$ cat src/rtl/instr_fetch_unit.sv
// Instruction fetch unit: owns the PC, reads instruction memory and holds each word for CPU_FSM.
// Optional halt-word detection is enabled by defining IFU_HALT_DETECT_EN.
module instr_fetch_unit #(
  parameter int                ADDR_W    = 16,
  parameter logic [ADDR_W-1:0] RESET_PC  = '0,
  parameter logic [15:0]       HALT_WORD = 16'hFFFF
) (
  input  logic              Clk,
  input  logic              Reset,
  input  logic              PCEn,
  input  logic              BranchTaken,
  input  logic [ADDR_W-1:0] TargetAddr,
  output logic [ADDR_W-1:0] MemAddr,
  output logic              MemRdEn,
  input  logic [15:0]       MemData,
  output logic [15:0]       Instr,
  output logic              InstrValid,
  output logic [ADDR_W-1:0] PC,
  output logic              Halted
);

  typedef enum logic [2:0] {
    S_IDLE  = 3'd0,
    S_FETCH = 3'd1,
    S_WAIT  = 3'd2,
    S_HOLD  = 3'd3
`ifdef IFU_HALT_DETECT_EN
    , S_HALT = 3'd4
`endif
  } state_t;

  state_t            state_q, state_d;
  logic [ADDR_W-1:0] pc_q, pc_d;
  logic [15:0]       instr_q, instr_d;

  always_ff @(posedge Clk or posedge Reset) begin
    if (Reset) begin
      state_q <= S_IDLE;
      pc_q    <= RESET_PC;
      instr_q <= 16'h0000;
    end else begin
      state_q <= state_d;
      pc_q    <= pc_d;
      instr_q <= instr_d;
    end
  end

  // PCEn/BranchTaken only matter in HOLD; MemData is only sampled leaving WAIT.
  always_comb begin
    state_d = state_q;
    pc_d    = pc_q;
    instr_d = instr_q;
    case (state_q)
      S_IDLE:  state_d = S_FETCH;
      S_FETCH: state_d = S_WAIT;
      S_WAIT: begin
        instr_d = MemData;
        state_d = S_HOLD;
`ifdef IFU_HALT_DETECT_EN
        if (MemData == HALT_WORD) begin
          state_d = S_HALT;
        end
`endif
      end
      S_HOLD: begin
        if (PCEn) begin
          pc_d    = BranchTaken ? TargetAddr : pc_q + {{(ADDR_W-1){1'b0}}, 1'b1};
          state_d = S_FETCH;
        end
      end
`ifdef IFU_HALT_DETECT_EN
      S_HALT:  state_d = S_HALT;
`endif
      default: state_d = S_IDLE;
    endcase
  end

  assign MemAddr    = pc_q;
  assign PC         = pc_q;
  assign Instr      = instr_q;
  assign MemRdEn    = (state_q == S_FETCH);
  assign InstrValid = (state_q == S_HOLD);

`ifdef IFU_HALT_DETECT_EN
  assign Halted = (state_q == S_HALT);
`else
  // Without halt detection the halt encoding is an ordinary instruction.
  logic unused_halt_match;
  assign unused_halt_match = (MemData == HALT_WORD);
  assign Halted            = 1'b0;
`endif

endmodule

$ cat config.mk
export PLATFORM = sky130hd
export DESIGN_NAME = instr_fetch_unit
export DESIGN_NICKNAME = d
export VERILOG_FILES = /design/src/rtl/instr_fetch_unit.sv
export SDC_FILE = /design/constraint.sdc
export NUM_CORES = 1
export LEC_CHECK = 0
export BUFFER_PORTS_ARGS = -buffer_cell sky130_fd_sc_hd__buf_2
export CAP_MARGIN = 40
export CORE_MARGIN = 2
export CORE_UTILIZATION = 50
export DETAILED_ROUTE_END_ITERATION = 7
export PLACE_DENSITY = 0.83
export RECOVER_POWER = 25
export SLEW_MARGIN = 20
export SYNTH_ARGS = -nofsm -noshare
export SYNTH_HDL_FRONTEND = slang
export SYNTH_SLANG_ARGS = --single-unit
$ cat constraint.sdc
create_clock -name Clk -period 4.85 [get_ports Clk]
set_input_delay 0.97 -clock Clk [delete_from_list [all_inputs] [get_ports Clk]]
set_output_delay 0.97 -clock Clk [all_outputs]
set_load 0.01 [all_outputs]
After elaboration in Yosys (flattened, before gate mapping). Index checks and enable logic that the tools add are counted. Widths: inputs -> output; s select.

Register bits after elaboration: 35. Output and inout port bits: 51. Bits of input ports: 36. Word-level logic and storage cells: 13.

Equal/unequal tests: 4. Reduce and logical (&&, ||, !) cells: 2. Add/subtract/negate cells: 1. Mux-type cells: 3.

Operator list (count): $add 16x1->16 const B (1); $mux 16 (1); $pmux 3 s4 (1); $eq 3x2->1 const B (2); $eq 3x1->1 const B (1); $logic_not 3->1 (1); $mux 3 (1); $ne 2x2->1 const B (1); $reduce_and 2->1 (1).

Depth between registers and ports, before layout.
Depth in word-level cells: 2. Gate-level depth with buffers: 6.

Worst setup path before layout. No wires, ideal clock.

Path type: input to register. Start point: input port BranchTaken. End point: register pc_q[13] (netlist: MemAddr[13]). Data required time: 4.720 ns. Slack: 2.775 ns. Buffers on the path: 1. Data arrival time: 1.945 ns. Setup time: 0.130 ns. Stages: 4. Path through: clkbuf_1 -> or3_2 -> nor4_1 -> nor3_1.

Cells in the longest elaborated chain, start to end: 1.

RTL lines: start, declared (line 11) `input logic BranchTaken,`; $mux 16 (line 67) `pc_d = BranchTaken ? TargetAddr : pc_q + {{(ADDR_W-1){1'b0}}, 1'b1};`; end signal, assigned (line 43) `pc_q <= pc_d;`; end, declared (line 33) `logic [ADDR_W-1:0] pc_q, pc_d;`.

No other way between the ends. A chain may end at the register's enable or synchronous reset.

==> impl_metrics.prom <==
# TYPE chip_impl_metric gauge
chip_impl_metric{name="grt_antenna_before_repair",unit=""} 0
chip_impl_metric{name="initialDrtViolationCount",unit=""} 116
chip_impl_metric{name="synth.net_count",unit=""} 228
chip_impl_metric{name="synth-seq-cells",unit=""} 34
chip_impl_info{name="worstSetupEndpointType",value="asynchronous set/reset pin"} 1
chip_impl_metric{name="synth_enable_flop_cells",unit=""} 0
chip_impl_info{name="failed_checks",value="capacitance limit, slew limit"} 1
chip_impl_info{name="synth.top_cells.by_area",value="dfrtp_1 (45%), mux2_2 (9.5%), buf_4 (6.8%)"} 1
chip_impl_metric{name="cts_resized",unit=""} 0
chip_impl_metric{name="area.growth.synth_to_final",unit="%"} 20.79
chip_impl_info{name="cpMaxStageDelayCell",value="clkbuf_1"} 1
chip_impl_metric{name="nets",unit=""} 295
chip_impl_metric{name="floorplan.rows",unit=""} 22
chip_impl_metric{name="critical-path-max-stage-delay",unit="ns"} 1.28
chip_impl_info{name="hold_path_class",value="reg -> reg"} 1
chip_impl_metric{name="globalRouteOverflowTotal",unit=""} 0
chip_impl_metric{name="post_cts_hold_buffer_count",unit=""} 0
chip_impl_metric{name="cp_data_required_time",unit="ns"} 4.91
chip_impl_info{name="worst_path_dominant_cell_family",value="buffers and inverters"} 1
chip_impl_metric{name="timing_worst_slew_pin_value",unit="ns"} 1.788
chip_impl_metric{name="drt-pass1-iter-count",unit=""} 4
chip_impl_metric{name="cts_post_setup_buffers_inserted",unit=""} 0
chip_impl_metric{name="global_route_wire_length_before_repair",unit="mm"} 6.748
chip_impl_metric{name="fp.coreArea",unit="µm²"} 3633
chip_impl_metric{name="synth-warning-count",unit=""} 0
chip_impl_metric{name="reg2reg_depth",unit=""} 5
chip_impl_metric{name="globalRouteTotalUtil",unit=""} 0.2068
chip_impl_info{name="root_buffer_master",value="clkbuf_8"} 1
chip_impl_metric{name="fin_cells",unit=""} 303
chip_impl_metric{name="synth_seq_area_share",unit=""} 0.4503
chip_impl_metric{name="max-slew-margin-rel",unit=""} -0.1922
chip_impl_metric{name="r2r_slack",unit="ns"} 3.00
chip_impl_metric{name="initial_core_util",unit=""} 0.5200
chip_impl_metric{name="die_width",unit="µm"} 65.47
chip_impl_metric{name="syn_avg_cell_area",unit="µm²"} 10.10
chip_impl_info{name="r2r_end",value="MemAddr[12]"} 1
chip_impl_info{name="netlist_top_cells_count",value="dfrtp_1 (34), buf_4 (17), mux2_2 (16), a21oi_1 (14), o21ai_0 (14)"} 1
chip_impl_metric{name="timing.final.max_slew_violations",unit=""} 35
chip_impl_info{name="post-synth-top-count-cell",value="dfrtp_1"} 1
chip_impl_metric{name="clk_pin_slew_worst_paths",unit="ns"} 0.07
chip_impl_metric{name="die_height",unit="µm"} 65.47
chip_impl_metric{name="max-clock-path-buffers",unit=""} 2
chip_impl_metric{name="antenna_cells",unit=""} 0
chip_impl_metric{name="vdd_drop_max",unit="mV"} 0.2540
chip_impl_metric{name="final_clock_period_utilization_by_the_worst_path",unit=""} 0.4804
chip_impl_metric{name="asyncSetResetFlopFracSynth",unit=""} 1.000
chip_impl_metric{name="crit_path_max_fanout",unit=""} 34
chip_impl_info{name="hold_path_startpoint",value="Instr[13]"} 1
chip_impl_metric{name="place_inst",unit=""} 295
chip_impl_metric{name="tritoncts_sinks",unit=""} 34
chip_impl_metric{name="portion_of_synthesized_cell_area_occupied_by_the_leading_cell_type",unit=""} 0.4503
chip_impl_metric{name="finClkSkew",unit="ns"} 0.006072
chip_impl_metric{name="drive_gt1_frac",unit=""} 0.4471
chip_impl_metric{name="route.antenna.remaining_nets",unit=""} 0
chip_impl_metric{name="avgViaCountPerCell",unit=""} 5.340
chip_impl_metric{name="place.gp.congestion",unit=""} 0.9062
chip_impl_metric{name="maximum_number_of_pins_on_one_net_before_global_route_repair",unit=""} 35
chip_impl_info{name="synth_largest_area_cell",value="dfrtp_1"} 1
chip_impl_info{name="critical_path_class",value="in -> async"} 1
chip_impl_metric{name="timing.critical_path.arrival",unit="ns"} 2.39
chip_impl_metric{name="placed_cell_area",unit="µm²"} 2191
chip_impl_metric{name="vias_after_detailed_routing",unit=""} 1618
chip_impl_metric{name="clock_latency_on_the_worst_skew_pair",unit="ns"} 0.29
chip_impl_info{name="startpoint_type",value="input port"} 1
chip_impl_metric{name="power.leakage",unit="nW"} 1.074
chip_impl_metric{name="drc",unit=""} 0
chip_impl_metric{name="fmaxAchievable",unit="GHz"} 0.4292
chip_impl_info{name="rr_startpoint",value="MemAddr[0]"} 1
chip_impl_metric{name="final.setup.tns",unit="ns"} 0
chip_impl_metric{name="post_synth_instance_area",unit="µm²"} 1889
chip_impl_metric{name="finalWorstPathRequiredPeriod",unit="ns"} 2.330
chip_impl_metric{name="layout.cell_area.non_filler",unit="µm²"} 2282
chip_impl_metric{name="syn_inst",unit=""} 187
chip_impl_info{name="outcome",value="finished, violations left"} 1
chip_impl_metric{name="place.port_buffers",unit=""} 85
chip_impl_metric{name="synth_cell_types",unit=""} 38
chip_impl_metric{name="io_pins",unit=""} 87
chip_impl_metric{name="final_hold_viol_count",unit=""} 0
chip_impl_metric{name="report.final.setup_viol",unit=""} 0
chip_impl_metric{name="pwr_density_cell",unit="nW/µm²"} 626.9
chip_impl_metric{name="hpwl",unit="mm"} 3.026
chip_impl_metric{name="routed_wl",unit="mm"} 4.157
chip_impl_metric{name="cp_num_buf_inv",unit=""} 3
chip_impl_metric{name="first_global_vias",unit=""} 1522
chip_impl_metric{name="avgRoutedWirePerCell",unit="µm"} 13.72
chip_impl_metric{name="cts_inserted_buffers",unit=""} 5
chip_impl_info{name="synth_ff_type",value="dfrtp_1"} 1
chip_impl_metric{name="hold-path-cell-count",unit=""} 1
chip_impl_metric{name="floorplan.die_area",unit="µm²"} 4286
chip_impl_info{name="ordered_list_of_cells_on_the_worst_path",value="buf_2, inv_1, clkbuf_1"} 1
chip_impl_metric{name="htree_levels",unit=""} 2
chip_impl_info{name="tritoncts",value="done"} 1
chip_impl_metric{name="max_cap_violations",unit=""} 1
chip_impl_info{name="grt_setup_unrepaired",value="no"} 1
chip_impl_info{name="endpoint_worst_hold",value="Instr[13]"} 1
## state kept, by name (all words and copies together) (netlist names)
signal,cells
MemAddr,16
Instr,16
state_q,2
## per-stage QoR
step | total power [W] | hold slack, ns | util | worst slack [ns]
after global routing | 0.001540 | 0.5194 | 0.6281 | 2.121
final | 0.001431 | 0.5051 | 0.6281 | 2.520
after global placement | 0.001200 | 0.4827 | 0.6030 | 2.564
after detailed placement | 0.001221 | 0.4931 | 0.6030 | 2.509
after CTS | 0.001443 | 0.5092 | 0.6291 | 2.725
after floorplan | 0.001034 | 0.5462 | - | 2.775
## worst max path at each step
stage / startpoint / endpoint / cells after the start
after floorplan: BranchTaken / MemAddr[13] / 4
after global placement: BranchTaken / MemAddr[13] / 5
after detailed placement: BranchTaken / MemAddr[13] / 5
after CTS: state_q[0] / InstrValid / 2
after global routing: Reset / MemAddr[3] / 3
final: Reset / MemAddr[3] / 3
## layout make-up
type,instances,area (µm²)
Clock buffer,6,82.58
Clock inverter,2,12.51
Fill cell,331,1351
Inverter,8,30.03
Multi-Input combinational cell,119,817.0
Sequential cell,34,850.8
Tap cell,48,60.06
Timing Repair Buffer,86,429.2
## cells in the final DEF (no fill, tap or decap), types with 7 or more instances in the layout
cell type	instances
a21oi_1	14
buf_2	85
dfrtp_1	34
inv_1	8
mux2_2	16
nand2_1	7
nand3_1	9
nor2_1	8
o21ai_0	14
## where the power goes
part           internal [W]  total (W)  switching, W
logic              0.000303   0.000640      0.000338
clock network      0.000114   0.000221      0.000107
registers          0.000424   0.000570      0.000145
## worst register-to-register path: stages, from the launching register on
cell,delay (ns)
dfrtp_1,0.43
ha_1,0.23
nand2_1,0.20
or3_4,0.42
or4_1,0.40
o211ai_1,0.09
## cells by family (layout without fill, tap and decap cells)
logic type | after synthesis | in the layout | share of synthesized area
compound gates | 44 | 44 | 0.1378
mux | 18 | 18 | 0.1060
simple gates | 51 | 51 | 0.1537
buf+inv | 34 | 102 | 0.1172
flops | 34 | 34 | 0.4503
other cells | 1 | 1 | 0.001985
fa+ha+maj | 5 | 5 | 0.03311
## metal layers
metal,part of all wire,track usage,up-vias
met3,0.057,0.05137,6
met5,0,0,-
met2,0.51,0.3418,49
li1,-,-,791
met4,0.017,0.09375,0
met1,0.41,0.2553,772
Note: power is estimated with default switching activity, not from simulation.
